==> src/rtl/mac_array.sv <==
// mac_array: matrix-multiply engine computing O = I x W.
//
// Operand rows of I and of W-transposed are read from two synchronous SRAMs
// (one-cycle read latency) into eight-row operand register banks. The 8x8
// result (16-bit elements) is then written as sixteen 64-bit words to an
// output SRAM. Each word holds four dot products. Rows t >= T and columns
// m >= M are written as zero. Elements with index n >= N contribute nothing.
//
// Configuration macro: MAC_ARRAY_SIGNED_EN
//   defined     -> 4-bit elements are two's complement; results sign-extended.
//   not defined -> 4-bit elements are unsigned; results zero-extended.
//
// Ports:
//   CLK      in   1   clock, rising edge
//   RSTN     in   1   asynchronous reset, active HIGH (legacy name)
//   MNT      in  12   {M, N, T} nibbles, latched when a run starts
//   START    in   1   run request, sampled only while idle
//   EN_I     out  1   input SRAM enable
//   EN_W     out  1   weight SRAM enable
//   ADDR_I   out  4   input SRAM row address
//   ADDR_W   out  4   weight SRAM row address (always equal to ADDR_I)
//   RDATA_I  in  32   input row, element 1 in [31:28]
//   RDATA_W  in  32   weight-transposed row, element 1 in [31:28]
//   EN_O     out  1   output SRAM enable
//   RW_O     out  1   output SRAM write strobe (1 = write)
//   ADDR_O   out  4   output word address
//   WDATA_O  out 64   four 16-bit results, lowest column in [63:48]
//   RDATA_O  in  64   output SRAM read data, not used
module mac_array (
  input  logic        CLK,
  input  logic        RSTN,
  input  logic [11:0] MNT,
  input  logic        START,
  output logic        EN_I,
  output logic        EN_W,
  output logic [3:0]  ADDR_I,
  output logic [3:0]  ADDR_W,
  input  logic [31:0] RDATA_I,
  input  logic [31:0] RDATA_W,
  output logic        EN_O,
  output logic        RW_O,
  output logic [3:0]  ADDR_O,
  output logic [63:0] WDATA_O,
  input  logic [63:0] RDATA_O
);

  typedef enum logic [2:0] {
    ST_IDLE  = 3'd0,
    ST_LOAD  = 3'd1,
    ST_CAPT  = 3'd2,
    ST_WRITE = 3'd3,
    ST_DONE  = 3'd4
  } state_t;

  state_t      state_r, state_s;
  logic [3:0]  cnt_r, cnt_s;
  logic [3:0]  t_r, n_r, m_r;
  logic [31:0] in_reg_r [8];
  logic [31:0] wt_reg_r [8];

  logic        en_rd_r, en_rd_s;
  logic [3:0]  addr_rd_r, addr_rd_s;
  logic        en_wr_r, en_wr_s;
  logic [3:0]  addr_o_r, addr_o_s;
  logic [63:0] wdata_r, wdata_s;

  logic        cap_en_s;
  logic [2:0]  cap_idx_s;
  logic [2:0]  row_s;
  logic [2:0]  col_s;
  logic        unused_rdata_s;

  // Dimension nibbles above 8 mean "the full 8".
  function automatic logic [3:0] clamp8(input logic [3:0] v);
    logic [3:0] r;
    if (v > 4'd8) begin
      r = 4'd8;
    end else begin
      r = v;
    end
    return r;
  endfunction

  // Widen one 4-bit element to the 16-bit accumulation width.
  function automatic logic [15:0] ext16(input logic [3:0] e);
`ifdef MAC_ARRAY_SIGNED_EN
    return {{12{e[3]}}, e};
`else
    return {12'd0, e};
`endif
  endfunction

  // 8-term dot product; terms at index >= n are masked off. Modulo-2^16
  // arithmetic gives the right answer in both signed and unsigned builds.
  function automatic logic [15:0] dot8(input logic [31:0] a,
                                       input logic [31:0] b,
                                       input logic [3:0]  n);
    logic [15:0] acc;
    logic [15:0] pa;
    logic [15:0] pb;
    acc = 16'd0;
    for (int i = 0; i < 8; i++) begin
      if (4'(i) < n) begin
        pa  = ext16(a[(31 - 4*i) -: 4]);
        pb  = ext16(b[(31 - 4*i) -: 4]);
        acc = acc + pa * pb;
      end else begin
        acc = acc;
      end
    end
    return acc;
  endfunction

  assign unused_rdata_s = ^RDATA_O;

  // Next-state and sequence counter.
  always_comb begin
    state_s = state_r;
    cnt_s   = cnt_r;
    case (state_r)
      ST_IDLE: begin
        if (START) begin
          state_s = ST_LOAD;
          cnt_s   = 4'd0;
        end else begin
          state_s = ST_IDLE;
          cnt_s   = 4'd0;
        end
      end
      ST_LOAD: begin
        if (cnt_r == 4'd7) begin
          state_s = ST_CAPT;
          cnt_s   = 4'd0;
        end else begin
          cnt_s   = cnt_r + 4'd1;
        end
      end
      ST_CAPT: begin
        state_s = ST_WRITE;
        cnt_s   = 4'd0;
      end
      ST_WRITE: begin
        if (cnt_r == 4'd15) begin
          state_s = ST_DONE;
          cnt_s   = 4'd0;
        end else begin
          cnt_s   = cnt_r + 4'd1;
        end
      end
      ST_DONE: begin
        state_s = ST_IDLE;
        cnt_s   = 4'd0;
      end
      default: begin
        state_s = ST_IDLE;
        cnt_s   = 4'd0;
      end
    endcase
  end

  // Read data lags the address by one cycle, so row r is captured while
  // address r+1 is being issued; row 7 lands during CAPT.
  always_comb begin
    cap_en_s  = 1'b0;
    cap_idx_s = 3'd0;
    if ((state_r == ST_LOAD) && (cnt_r != 4'd0)) begin
      cap_en_s  = 1'b1;
      cap_idx_s = 3'(cnt_r - 4'd1);
    end else if (state_r == ST_CAPT) begin
      cap_en_s  = 1'b1;
      cap_idx_s = 3'd7;
    end else begin
      cap_en_s  = 1'b0;
      cap_idx_s = 3'd0;
    end
  end

  // Output values for the coming cycle, computed from the next state so all
  // memory-side outputs can be registered without adding latency.
  always_comb begin
    en_rd_s   = 1'b0;
    addr_rd_s = 4'd0;
    en_wr_s   = 1'b0;
    addr_o_s  = 4'd0;
    wdata_s   = 64'd0;
    row_s     = cnt_s[2:0];
    col_s     = 3'd0;
    if (state_s == ST_LOAD) begin
      en_rd_s   = 1'b1;
      addr_rd_s = cnt_s;
    end else begin
      en_rd_s   = 1'b0;
      addr_rd_s = 4'd0;
    end
    if (state_s == ST_WRITE) begin
      en_wr_s  = 1'b1;
      addr_o_s = cnt_s;
      // Word c covers row c[2:0] and columns 4*c[3] .. 4*c[3]+3.
      for (int j = 0; j < 4; j++) begin
        col_s = {cnt_s[3], 2'(j)};
        if (({1'b0, row_s} < t_r) && ({1'b0, col_s} < m_r)) begin
          wdata_s[(63 - 16*j) -: 16] = dot8(in_reg_r[row_s], wt_reg_r[col_s], n_r);
        end else begin
          wdata_s[(63 - 16*j) -: 16] = 16'd0;
        end
      end
    end else begin
      en_wr_s  = 1'b0;
      addr_o_s = 4'd0;
      wdata_s  = 64'd0;
    end
  end

  // State, counter, latched dimensions and registered memory outputs.
  always_ff @(posedge CLK or posedge RSTN) begin
    if (RSTN) begin
      state_r   <= ST_IDLE;
      cnt_r     <= 4'd0;
      t_r       <= 4'd0;
      n_r       <= 4'd0;
      m_r       <= 4'd0;
      en_rd_r   <= 1'b0;
      addr_rd_r <= 4'd0;
      en_wr_r   <= 1'b0;
      addr_o_r  <= 4'd0;
      wdata_r   <= 64'd0;
    end else begin
      state_r   <= state_s;
      cnt_r     <= cnt_s;
      en_rd_r   <= en_rd_s;
      addr_rd_r <= addr_rd_s;
      en_wr_r   <= en_wr_s;
      addr_o_r  <= addr_o_s;
      wdata_r   <= wdata_s;
      if ((state_r == ST_IDLE) && START) begin
        t_r <= clamp8(MNT[3:0]);
        n_r <= clamp8(MNT[7:4]);
        m_r <= clamp8(MNT[11:8]);
      end
    end
  end

  // Operand register banks.
  always_ff @(posedge CLK or posedge RSTN) begin
    if (RSTN) begin
      for (int r = 0; r < 8; r++) begin
        in_reg_r[r] <= 32'd0;
        wt_reg_r[r] <= 32'd0;
      end
    end else if (cap_en_s) begin
      in_reg_r[cap_idx_s] <= RDATA_I;
      wt_reg_r[cap_idx_s] <= RDATA_W;
    end
  end

  assign EN_I    = en_rd_r;
  assign EN_W    = en_rd_r;
  assign ADDR_I  = addr_rd_r;
  assign ADDR_W  = addr_rd_r;
  assign EN_O    = en_wr_r;
  assign RW_O    = en_wr_r;
  assign ADDR_O  = addr_o_r;
  assign WDATA_O = wdata_r;

endmodule

==> config.mk <==
export PLATFORM = sky130hd
export DESIGN_NAME = mac_array
export DESIGN_NICKNAME = d
export VERILOG_FILES = /design/src/rtl/mac_array.sv
export SDC_FILE = /design/constraint.sdc
export NUM_CORES = 2
export LEC_CHECK = 0
export BUFFER_PORTS_ARGS = -buffer_cell sky130_fd_sc_hd__buf_2
export CORE_UTILIZATION = 41
export DETAILED_ROUTE_END_ITERATION = 8
export PLACE_DENSITY_LB_ADDON = 0.08
export SETUP_SLACK_MARGIN = 0.02
export SLEW_MARGIN = 40
export SYNTH_ARGS = -nofsm -noshare
export SYNTH_HDL_FRONTEND = slang
export SYNTH_SLANG_ARGS = --single-unit
export TNS_END_PERCENT = 10
==> constraint.sdc <==
create_clock -name CLK -period 29.3 [get_ports CLK]
set_input_delay 1.465 -clock CLK [delete_from_list [all_inputs] [get_ports CLK]]
set_output_delay 1.465 -clock CLK [all_outputs]
set_load 0.02 [all_outputs]
==> Word-level counts from Yosys, hierarchy flattened <==
Index checks and enable logic that the tools add are counted.
{ "word_totals": {"ff_bits": 605, "in_bits": 143, "word_cells": 263} }
{ "classes": {"addsub": 30, "multipliers": 32, "magnitude_cmp": 23, "n_eq_ne": 7, "mux": 130, "n_bitwise": 6, "n_reduce_logical": 9} }
{ "op_table": {"columns": ["cell", "count"], "rows": [
  ["16-bit two-way mux", 88],
  ["256-bit bitwise mux", 2],
  ["32-bit binary-select mux with 3-bit select", 5],
  ["16-bit by 8-bit adder with 16-bit output", 28],
  ["32-bit two-way mux", 11],
  ["4-bit by 4-bit multiplier with 8-bit output", 32],
  ["32-bit demux with 3-bit select", 1],
  ["64-bit two-way mux", 1],
  ["8-bit two-way mux", 4],
  ["4-bit two-way mux", 7],
  ["4-bit greater-or-equal comparator (second input constant)", 6],
  ["3-bit NOT with 4-bit output", 6],
  ["3-bit by 4-bit less-than comparator with 1-bit output", 5],
  ["3-bit by 4-bit less-than comparator with 1-bit output (first input constant)", 4],
  ["4-bit greater-than comparator (second input constant)", 3],
  ["3-bit two-way mux", 4],
  ["3-bit case mux with 4 select lines", 1],
  ["3-bit by 2-bit equality test with 1-bit output (second input constant)", 3],
  ["1-bit by 4-bit less-than comparator with 1-bit output (first input constant)", 2],
  ["2-bit by 4-bit less-than comparator with 1-bit output (first input constant)", 2],
  ["4-bit case mux with 2 select lines", 1],
  ["1-bit logical AND", 7],
  ["3-bit by 1-bit equality test with 1-bit output (second input constant)", 2],
  ["1-bit two-way mux", 5],
  ["other kinds (7)", 7]
]} }

==> Logic depth before layout (Yosys ltp) <==
{ "logic_depth": {"ltp_word": 39, "ltp_mapped": 71, "ltp_nobuf": 68} }

==> Worst setup path after synthesis <==
OpenSTA, ideal clock, no wires.
{ "synth_path": {"kind": "reg-to-reg", "start": "register cnt_r[0]", "end": "register wdata_r[59] (netlist: WDATA_O[59])", "setup_ps": 111, "t_arrival_ps": 15369, "path_slack_ps": 13820, "stages_incl_launch_ff": 67, "n_path_buf": 3, "period_less_slack_ps": 15480, "cell_sequence": "dfrtp_1 clkbuf_1 inv_1 ha_1 clkbuf_1 nand2_1 inv_1 buf_1 mux4_2 mux2i_1 or2_2 fa_1 inv_1 fa_1 ha_1 a21o_1 a21oi_1 xnor2_1 [31 not listed] nand2_1 o21ai_0 inv_1 fa_1 ha_1 o21ai_0 a21boi_0 nor3_1 a211oi_1 a21oi_1 ha_1 ha_1 nor2b_1 o21a_1 o21ai_0 nor2b_1 and3_4 a2111oi_2"} }
{ "synth_between": {"elab_chain_cells": 39} }
{ "synth_rtl": {"columns": ["element", "line", "source"], "rows": [
  ["start, declared", "56", "logic [3:0] cnt_r, cnt_s;"],
  ["start signal, assigned", "229", "cnt_r <= cnt_s;"],
  ["4-bit by 1-bit adder with 4-bit output (tied with other cells)", "135, 147", null],
  ["4-bit two-way mux (on tied branches)", "143, 131", null],
  ["4-bit case mux with 2 select lines", "120", "case (state_r)"],
  ["3-bit NOT with 4-bit output (not written as such)", "202", "wdata_s[(63 - 16*j) -: 16] = dot8(in_reg_r[row_s], wt_reg_r[col_s], n_r);"],
  ["32-bit binary-select mux with 3-bit select", "202", null],
  ["32-bit two-way mux (not written as such) (2 in series)", "202", null],
  ["4-bit by 4-bit multiplier with 8-bit output", "106", "acc = acc + pa * pb;"],
  ["8-bit two-way mux", "103", "if (4'(i) < n) begin"],
  ["[23 not listed]", null, null],
  ["16-bit two-way mux", "103", null],
  ["16-bit two-way mux", "201", "if (({1'b0, row_s} < t_r) && ({1'b0, col_s} < m_r)) begin"],
  ["16-bit two-way mux", "195", "if (state_s == ST_WRITE) begin"],
  ["16-bit by 8-bit adder with 16-bit output", "106", null],
  ["16-bit two-way mux", "103", null],
  ["16-bit two-way mux", "201", null],
  ["64-bit two-way mux *", "195", null],
  ["via wdata_s[59]", "65", "logic [63:0] wdata_r, wdata_s;"],
  ["end signal, assigned", "234", "wdata_r <= wdata_s;"],
  ["end, declared", "65", null]
]} }
The timed path passes the listed nets; every way through them passes the cells marked *. The select of a mux whose other input is x is not followed.
A chain may end at the register's enable or synchronous reset.

==> Final worst setup path <==
{ "layout_path": {"start": "register cnt_r[0]", "end": "register wdata_r[27] (netlist: WDATA_O[27])"} }
The elaborated chain is that of the path after synthesis.

==> impl_metrics.ini <==
[global_route]
antenna_found_initial = 19
grt_remaining_overflow = 0
grt_pass1_wl_um = 212000
grt.total_usage_pct = 21.2
grt_pass1_vias = 37593
grt_max_degree = 126

[timing]
drv_slew = 0
finalHoldViolCount = 0
worst_slew_pin_slew_ps = 813
setup_tns_ps = 0
fin_crit_sh_pct = 58.3
relSlewSlack_pct = 45.8
period_minus_slack_ps = 17090
skew_ps = 45.4
clock.fmax_mhz = 58.5
rsz0062_at_grt = false
final-setup-viol-count = 0

[hold_path]
hp-class = reg -> reg

[status]
run_status = finished clean

[yosys]
yosys.area.top_type = dfrtp_1
synth.distinct_cells = 105
async_reset_ff_share_pct = 100
seq_area_frac_synth_pct = 29.1
synth_area_um2 = 52000
synth-edff-count = 0
synth-seq-cells = 605
synth_area_leaders = dfrtp_1, ha_1, mux2_2
yosysTopAreaCellShare_pct = 29.1
ys_warn_count = 0
synthCells = 5048
syn_area_per_cell_um2 = 10.3
yosys_most_used_dff = dfrtp_1

[finish]
areaGrowthSynthToFinish_pct = 10.4
fin_nets = 6154
register_area_um2 = 15100
drive_above_1_share_pct = 24.3
final_common_cell = dfrtp_1
finish.instance_area_um2 = 57400
multi_input_area_um2 = 34200
n_fill_cell = 12143
final_cell_mix = dfrtp_1, mux2_2, ha_1
layoutNonFillerInstCount = 6897

[clocking]
root_buffer = clkbuf_16
clk_pin_slew_ps = 50
insertion_delay_ps = 660
hold_buffers = 0
postCtsSetupBuffers = 0
cts_tree = done
cts_made_buffers = 76
cts.htree.levels = 3
cts_resized = 0
clockBufferDepth = 3
clock_sinks = 605

[floorplan]
dieArea_um2 = 128000
die_w_um = 358
initial_core_util_pct = 41.3
fp.coreArea_um2 = 126000
die_h_um = 358
io_pins = 223
fp-row-count = 130

[flow_run]
cap_viol_max_count = 0

[route]
vias_per_cell = 5.25
first_iter_violations = 1319
vias = 36225
ant_nets = 0
drt_wl_total_um = 132000
first_pass_iters = 5
drc = 0
wire_per_inst_um = 19.2

[critical_path]
cp_max_fo = 29
critPathCaptureType = flop
crit_path_top_delay_cell = mux4_2
max_stage_delay_ps = 740
setup.worst_path.start_class = flop
cp.required_ps = 29830
arrival_ps = 17620
crit_type = reg -> reg

[placed_design]
io_buffer_count = 158
dp_cells = 6760
place_hpwl_um = 99900
place.gp.congestion = 0.816
placed_area_um2 = 54900
logic make-up (layout without fill, tap and decap cells):
family	count (synthesis)	count (layout)	share of synthesized area [%]
simple gates	1154	1154	10.6
xor+xnor	164	164	2.96
compound gates	743	743	9.46
fa+ha+maj	824	824	23.7
flops	605	605	29.1
buf+inv	735	922	5.41
other cells	1	13	0.00722
mux	822	822	18.7
layout make-up:
type,count,area share (%)
well taps,1650,3.60
inverters,547,3.60
clock buffers,108,3.80
diodes,5,0.0218
repair buffers,244,2.60
clock inverters,23,0.430
multi-input cells,3715,59.6
flip-flops and latches,605,26.4
metrics by stage:
stage | hold WS, ps | worst slack [ps] | util (%)
after floorplan | 444 | 10900 | -
after global placement | 465 | 11800 | 43.6
after detailed placement | 470 | 11920 | 43.7
after CTS | 483 | 11980 | 45.6
after global routing | 508 | 10880 | 45.6
final | 479 | 12210 | 45.6
layer usage:
layer | up-vias | track usage, % | routed length [um]
met5 | - | 0 | 144
met4 | 22 | 5.36 | 2790
met3 | 158 | 2.79 | 3670
met2 | 336 | 35.7 | 62300
met1 | 18158 | 28.8 | 63500
li1 | 17551 | - | -
critical path, delay by kind of cell, from the launching register on:
kind,cells,cell delay [ps]
flip-flops,1,720
XOR/XNOR,1,200
adder cells (fa/ha/maj),19,7910
AND/OR/NAND/NOR,9,1370
multiplexers,2,920
buffers and inverters,5,490
AO/OA/AOI/OAI,24,5290
path summary, 6_finish.rpt:
kind | cells past startpoint | from | slack (ps) | to
max in group asynchronous | 5 | RSTN | 25810 | n_r[3]
min | 2 | m_r[1] | 480 | m_r[1]
min in group asynchronous | 2 | RSTN | 860 | ADDR_I[3]
max | 60 | cnt_r[0] | 12210 | WDATA_O[27]
min reg2reg | 2 | m_r[1] | 480 | m_r[1]
max reg2reg | 60 | cnt_r[0] | 12210 | WDATA_O[27]
synth_stat cells (7+ instances only):
master     number
a21o_1         55
or3_1          16
nand2_1       164
a21boi_0       16
nand3_1        26
inv_1         547
nor3_1         43
o21bai_1       22
xnor2_1       106
o2bb2ai_1       8
nand2b_1       42
or2_2         216
o21a_1         79
o21ai_0       173
mux2_2        560
buf_4           7
o211a_1         8
xor2_1         47
a211oi_1       42
fa_1          268
and2_1          8
and3_1          7
clkbuf_1      143
nor2_1        525
mux4_2         63
o31a_1         22
a31oi_1        12
dfrtp_1       605
mux2i_1       198
nand3b_1        8
buf_2           7
o211ai_1        8
buf_1          29
nor2b_1        54
a21oi_1       179
nor3b_1         8
o21ai_1        16
o31ai_1        18
ha_1          554
Power is left out: the tool's default activity adds up to more than one toggle a clock period on the data nets, which glitch-free logic cannot reach.
